--- src/rtl/multicycle_ctrl.sv ---
// Moore control FSM for a multicycle MIPS datapath with memory-ready handshake.
// Optional illegal-opcode trap: define MULTICYCLE_ILLEGAL_TRAP_EN.
module multicycle_ctrl #(
    parameter int STATE_W = 4
) (
    input  logic               clk,
    input  logic               reset_n,
    input  logic [5:0]         op,
    input  logic               mem_ready,
    output logic               pcwrite,
    output logic               branch,
    output logic               irwrite,
    output logic               memwrite,
    output logic               iord,
    output logic               memtoreg,
    output logic               regdst,
    output logic               regwrite,
    output logic               alusrca,
    output logic [1:0]         alusrcb,
    output logic [1:0]         pcsrc,
    output logic [1:0]         aluop,
    output logic [STATE_W-1:0] state,
    output logic               halt
);

    typedef enum logic [STATE_W-1:0] {
        S_FETCH   = STATE_W'(0),
        S_DECODE  = STATE_W'(1),
        S_MEMADR  = STATE_W'(2),
        S_MEMRD   = STATE_W'(3),
        S_MEMWB   = STATE_W'(4),
        S_MEMWR   = STATE_W'(5),
        S_RTYPEEX = STATE_W'(6),
        S_RTYPEWB = STATE_W'(7),
        S_BEQEX   = STATE_W'(8),
        S_ADDIEX  = STATE_W'(9),
        S_ADDIWB  = STATE_W'(10),
        S_JEX     = STATE_W'(11),
        S_HALT    = STATE_W'(12)
    } state_t;

    localparam logic [5:0] OP_LW   = 6'b100011;
    localparam logic [5:0] OP_SW   = 6'b101011;
    localparam logic [5:0] OP_RTYP = 6'b000000;
    localparam logic [5:0] OP_BEQ  = 6'b000100;
    localparam logic [5:0] OP_ADDI = 6'b001000;
    localparam logic [5:0] OP_J    = 6'b000010;

`ifdef MULTICYCLE_ILLEGAL_TRAP_EN
    localparam state_t ILLEGAL_NXT = S_HALT;
`else
    localparam state_t ILLEGAL_NXT = S_FETCH;
`endif

    state_t cur;
    state_t nxt;

    logic pcw;
    logic br;
    logic irw;
    logic mw;
    logic rw;
    logic hlt;

    always_ff @(posedge clk or negedge reset_n) begin
        if (!reset_n) begin
            cur <= S_FETCH;
        end else begin
            cur <= nxt;
        end
    end

    always_comb begin
        nxt = S_FETCH;
        case (cur)
            S_FETCH: begin
                nxt = mem_ready ? S_DECODE : S_FETCH;
            end
            S_DECODE: begin
                case (op)
                    OP_LW, OP_SW: nxt = S_MEMADR;
                    OP_RTYP:      nxt = S_RTYPEEX;
                    OP_BEQ:       nxt = S_BEQEX;
                    OP_ADDI:      nxt = S_ADDIEX;
                    OP_J:         nxt = S_JEX;
                    default:      nxt = ILLEGAL_NXT;
                endcase
            end
            S_MEMADR: begin
                nxt = (op == OP_LW) ? S_MEMRD : S_MEMWR;
            end
            S_MEMRD: begin
                nxt = mem_ready ? S_MEMWB : S_MEMRD;
            end
            S_MEMWB:   nxt = S_FETCH;
            S_MEMWR: begin
                nxt = mem_ready ? S_FETCH : S_MEMWR;
            end
            S_RTYPEEX: nxt = S_RTYPEWB;
            S_RTYPEWB: nxt = S_FETCH;
            S_BEQEX:   nxt = S_FETCH;
            S_ADDIEX:  nxt = S_ADDIWB;
            S_ADDIWB:  nxt = S_FETCH;
            S_JEX:     nxt = S_FETCH;
`ifdef MULTICYCLE_ILLEGAL_TRAP_EN
            S_HALT:    nxt = S_HALT;
`endif
            default:   nxt = S_FETCH;
        endcase
    end

    always_comb begin
        pcw      = 1'b0;
        br       = 1'b0;
        irw      = 1'b0;
        mw       = 1'b0;
        rw       = 1'b0;
        hlt      = 1'b0;
        iord     = 1'b0;
        memtoreg = 1'b0;
        regdst   = 1'b0;
        alusrca  = 1'b0;
        alusrcb  = 2'b00;
        pcsrc    = 2'b00;
        aluop    = 2'b00;
        case (cur)
            S_FETCH: begin
                alusrcb = 2'b01;
                irw     = mem_ready;
                pcw     = mem_ready;
            end
            // Branch target is precomputed into ALUOut here.
            S_DECODE: begin
                alusrcb = 2'b11;
            end
            S_MEMADR: begin
                alusrca = 1'b1;
                alusrcb = 2'b10;
            end
            S_MEMRD: begin
                iord = 1'b1;
            end
            S_MEMWB: begin
                memtoreg = 1'b1;
                rw       = 1'b1;
            end
            S_MEMWR: begin
                iord = 1'b1;
                mw   = 1'b1;
            end
            S_RTYPEEX: begin
                alusrca = 1'b1;
                aluop   = 2'b10;
            end
            S_RTYPEWB: begin
                regdst = 1'b1;
                rw     = 1'b1;
            end
            S_BEQEX: begin
                alusrca = 1'b1;
                aluop   = 2'b01;
                pcsrc   = 2'b01;
                br      = 1'b1;
            end
            S_ADDIEX: begin
                alusrca = 1'b1;
                alusrcb = 2'b10;
            end
            S_ADDIWB: begin
                rw = 1'b1;
            end
            S_JEX: begin
                pcsrc = 2'b10;
                pcw   = 1'b1;
            end
`ifdef MULTICYCLE_ILLEGAL_TRAP_EN
            S_HALT: begin
                hlt = 1'b1;
            end
`endif
            default: begin
                hlt = 1'b0;
            end
        endcase
    end

    // Reset suppresses every write immediately, even mid-instruction.
    assign pcwrite  = pcw & reset_n;
    assign branch   = br & reset_n;
    assign irwrite  = irw & reset_n;
    assign memwrite = mw & reset_n;
    assign regwrite = rw & reset_n;
    assign halt     = hlt & reset_n;
    assign state    = cur;

endmodule

--- config.mk ---
export PLATFORM = sky130hd
export DESIGN_NAME = multicycle_ctrl
export DESIGN_NICKNAME = d
export VERILOG_FILES = /design/src/rtl/multicycle_ctrl.sv
export SDC_FILE = /design/constraint.sdc
export NUM_CORES = 1
export LEC_CHECK = 0
export BUFFER_PORTS_ARGS = -buffer_cell sky130_fd_sc_hd__buf_2
export CAP_MARGIN = 20
export CORE_AREA = 2 2 40 42
export CTS_CLUSTER_SIZE = 24
export DETAILED_ROUTE_END_ITERATION = 8
export DIE_AREA = 0 0 42 44
export PLACE_DENSITY = 0.73
export SYNTH_ARGS = -nofsm -noshare
export SYNTH_HDL_FRONTEND = slang
export SYNTH_SLANG_ARGS = --single-unit
--- constraint.sdc ---
create_clock -name clk -period 1.8 [get_ports clk]
set_input_delay 0.36 -clock clk [delete_from_list [all_inputs] [get_ports clk]]
set_output_delay 0.36 -clock clk [all_outputs]
set_load 0.05 [all_outputs]
# Word-level counts from Yosys, hierarchy flattened
# Index checks and enable logic that the tools add are counted.
# W data, S select, Z words.
# totals
reg_bits	4
latch_bits	0
ram_bits	0
rom_bits	0
inputBits	9
output_inout_bits	20
elab_cells	47
memories	0
# classes
add_sub_neg	0
multipliers	0
div_mod_pow	0
order_cmp	0
n_eq_ne	16
n_shift	0
mux	18
bitwise_logic	5
reduce_logical	7
# ops
operator	count
$pmux W4 S7	1
$pmux W4 S5	1
$eq A4 B3 Y1 const B	4
$eq A4 B4 Y1 const B	4
$eq A6 B6 Y1 const B	2
$mux W1	9
$mux W3	3
$eq A4 B2 Y1 const B	2
$pmux W2 S2	2
$eq A6 B2 Y1 const B	1
$eq A6 B3 Y1 const B	1
$eq A6 B4 Y1 const B	1
$logic_not A6 Y1	1
$pmux W2 S3	1
$reduce_or A2 Y1	3
$and A1 B1 Y1	5
$eq A4 B1 Y1 const B	1
$logic_not A4 Y1	1
$reduce_or A4 Y1	1
$reduce_or A3 Y1	1
$pmux W1 S2	1

# Depth between registers and ports, before layout
# logic_depth
ltp_word	4
ltp_mapped	5
ltp_nobuf	3

# Worst setup path after synthesis
# Ideal clock, no wire load.
# synth_path
kind	reg2out
start	register cur[2], in the netlist state[2]
end	output pcsrc[0]
t_arrival_ns	2.471
required_time_ns	1.440
path_slack_ns	-1.031
stages_incl_launch_ff	5
path_buffers	2
path_cell_list	dfrtp_1 buf_4 nand2b_1 nor3_1 buf_4
# synth_via
elab_chain_cells	2
word_cells_on_any_way	3
classes_between	eq/ne (2); mux (1)
# synth_rtl
item	line_no	source
from (decl)	55	state_t cur;
from (signal assigned)	69	cur <= nxt;
$eq A4 B4 Y1	126	case (cur)
$pmux W2 S2 *	126	
to (decl)	20	output logic [1:0] pcsrc,
# Every way passes the cells marked *; elsewhere a longest branch is shown, timed or not.

# Worst setup path in the final report
# layout_path
start	register cur[3], in the netlist state[3]
end	output pcwrite
# layout_via
elab_chain_cells	3
word_cells_on_any_way	4
classes_between	eq/ne (1); mux (1); bitwise (1); reduce/logical (1)
# layout_rtl
item	line_no	source
$eq A4 B4 Y1 or $logic_not A4 Y1 (tied branches)	126	
$pmux W1 S2 *	126	
$and A1 B1 Y1 *	188	assign pcwrite = pcw & reset_n;
to (decl)	10	output logic pcwrite,
# Marks and branches as above.

==> results.json <==
{
  "status": "finished, violations left",
  "violations": "setup timing",
  "drive_above_1_share_pct": 66.7,
  "gr-total-overflow": 0,
  "r2r_end": "state[2]",
  "synth_area_per_cell_um2": 7.77,
  "hpwlAfterDp_mm": 1.23,
  "placedInstanceArea_um2": 840,
  "grt_max_degree": 16,
  "rows": 14,
  "drv_cap": 0,
  "synth.yosys.warnings": 0,
  "start_util_pct": 41.6,
  "worst_r2r_path_depth": 5,
  "io_pins": 29,
  "critPathKind": "reg2out",
  "clock_latency_ns": 0.25,
  "wl_per_cell_um": 15.8,
  "synth.most_common_cell": "nor2_1",
  "yosysTopAreaCellShare_pct": 16.9,
  "irDropWorstVdd_uv": 433,
  "rr_startpoint": "state[0]",
  "yosys.area.top_type": "dfrtp_1",
  "arrival_ns": 1.46,
  "cts-root-buf": "clkbuf_4",
  "via_per_inst": 5.65,
  "critPathCapture": "pcwrite",
  "post_synth_num_cell_types": 38,
  "vias": 769,
  "max_freq_ghz": 0.551,
  "finalSetupTns_ns": -0.0210,
  "syn_inst": 76,
  "diodes": 0,
  "coreArea_mm2": 0.00142,
  "fin_nets": 131,
  "antenna_found_initial": 0,
  "wirelength_mm": 2.14,
  "cp_cell_sequence": "buf_4 > nor4b_4 > a31oi_2 > nor3b_4 > buf_6",
  "rsz0062_at_grt": "yes",
  "end_kind": "primary output",
  "async_flop_share_pct": 100,
  "fin_crit_ns": 1.82,
  "cp_max_fo": 5,
  "dieWidth_um": 42,
  "hold_viol": 0,
  "synth_edf_count": 0,
  "preCtsSetupSlack_ns": 0.0992,
  "portBuffers": 27,
  "clock_path_buffers": 2,
  "die_y_um": 44,
  "clkTransAtPathRegs_ns": 0.04,
  "synth_top_cells_by_area": "dfrtp_1 17%, nor2_1 5.7%, nor4b_2 5.1%",
  "critPathMaxStageDelay_ns": 0.39,
  "critPathLaunch": "state[3]",
  "drc": 0,
  "cp.required_ns": 1.44,
  "area_delta_synth_final_pct": 90.0,
  "drt_iter0_drc": 12,
  "drv_slew": 0,
  "ant_nets": 0,
  "clkSinkCount": 4,
  "holdWs_ns": 0.401,
  "rrSetupSlack_ns": 0.31,
  "leakagePower_uw": 0.000485,
  "setup_slack_ns": -0.0161,
  "fin_skew_ns": 0.00114,
  "setup_viol": 3,
  "syn-cell-area_um2": 591,
  "power_density_mw_per_mm2": 656,
  "cp_slowest_cell": "dfrtp_2",
  "period_share_pct": 101,
  "grt_pass1_vias": 653,
  "gp_congestion": 0.844,
  "syn-num-nets": 85,
  "cts_tree": "done",
  "fin_area_mm2": 0.00112,
  "track_usage_pct": 22.1,
  "ys.flop_type": "dfrtp_1",
  "start_kind": "register",
  "first_pass_iters": 4,
  "htree_levels": 1,
  "largest_register_ffs": 4,
  "yosys_register_bits": 4,
  "yosysSeqAreaShare_pct": 16.9,
  "grt_pass1_wl_mm": 3.11,
  "cts_buffers": 3,
  "hold_path_class": "in2reg",
  "dieArea_mm2": 0.00185
}
## placed cells by master, fill, tap and decap left out, types with 3 or more instances in the layout
cell,instances
buf_4,20
nand2_1,4
buf_2,14
clkbuf_4,5
nand2b_4,4
nor2_1,5
and3_1,3
buf_6,12
dfrtp_2,4
## stage by stage
step	utilization, %	instances	total power (µW)
global route	79.1	136	764
CTS	69.0	126	639
finish	79.1	136	736
floorplan	-	76	410
global placement	59.2	115	469
detailed placement	59.2	115	475
## cells by family after synthesis
logic type / synth area share (%)
xor+xnor: 2.97
compound gates: 19.1
simple gates: 46.4
buf+inv: 12.3
mux: 1.69
flops: 16.9
other cells: 0.635
## worst min-delay path by stage
stage,slack [ns],to,startpoint,depth (start not counted)
5_1_grt,0.44,state[3],op[2],3
3_3_place_gp,0.20,state[3],reset_n,1
4_1_cts,0.42,state[3],op[2],3
6_report,0.40,state[3],op[2],3
2_1_floorplan,0.06,state[0],reset_n,0
3_5_place_dp,0.20,state[3],reset_n,1
## what timing repair did
item	4_1_cts	5_1_grt
hold endpoints to repair	4	0
pin swaps	1	1
buffers inserted	7	10
endpoints found under the setup margin	10	10
cloned	0	0
resized for setup	19	23
hold buffers	1	0
## area by class of cell
type | instances | area, µm²
clock buffers | 3 | 22.5
fillers | 93 | 297
inverters | 2 | 7.51
multi-input cells | 61 | 567
flip-flops and latches | 4 | 105
well taps | 16 | 20.0
repair buffers | 50 | 400
## routing by layer
metal / global-route usage [%] / vias up / routed length (µm) / part of all wire [%]
met5: 0 / - / 0 / 0
met4: 11.6 / 0 / 23 / 1.1
met1: 30.0 / 370 / 935 / 44
li1: - / 367 / - / -
met2: 34.7 / 29 / 1090 / 51
met3: 2.50 / 3 / 98 / 4.6
## critical path: cells and delay by family, from the launching register on
kind,cells,cell delay (ns)
buffers and inverters,2,0.34
AO/OA/AOI/OAI,1,0.07
flip-flops,1,0.39
AND/OR/NAND/NOR,2,0.39
## power breakdown
group	internal (µW)	leakage (µW)	total, µW	switching (µW)
clock network	75.4	0.0000138	124	48.7
registers	101	0.0000479	122	20.6
logic	213	0.000423	490	277
Note: power is estimated with default switching activity, not from simulation.
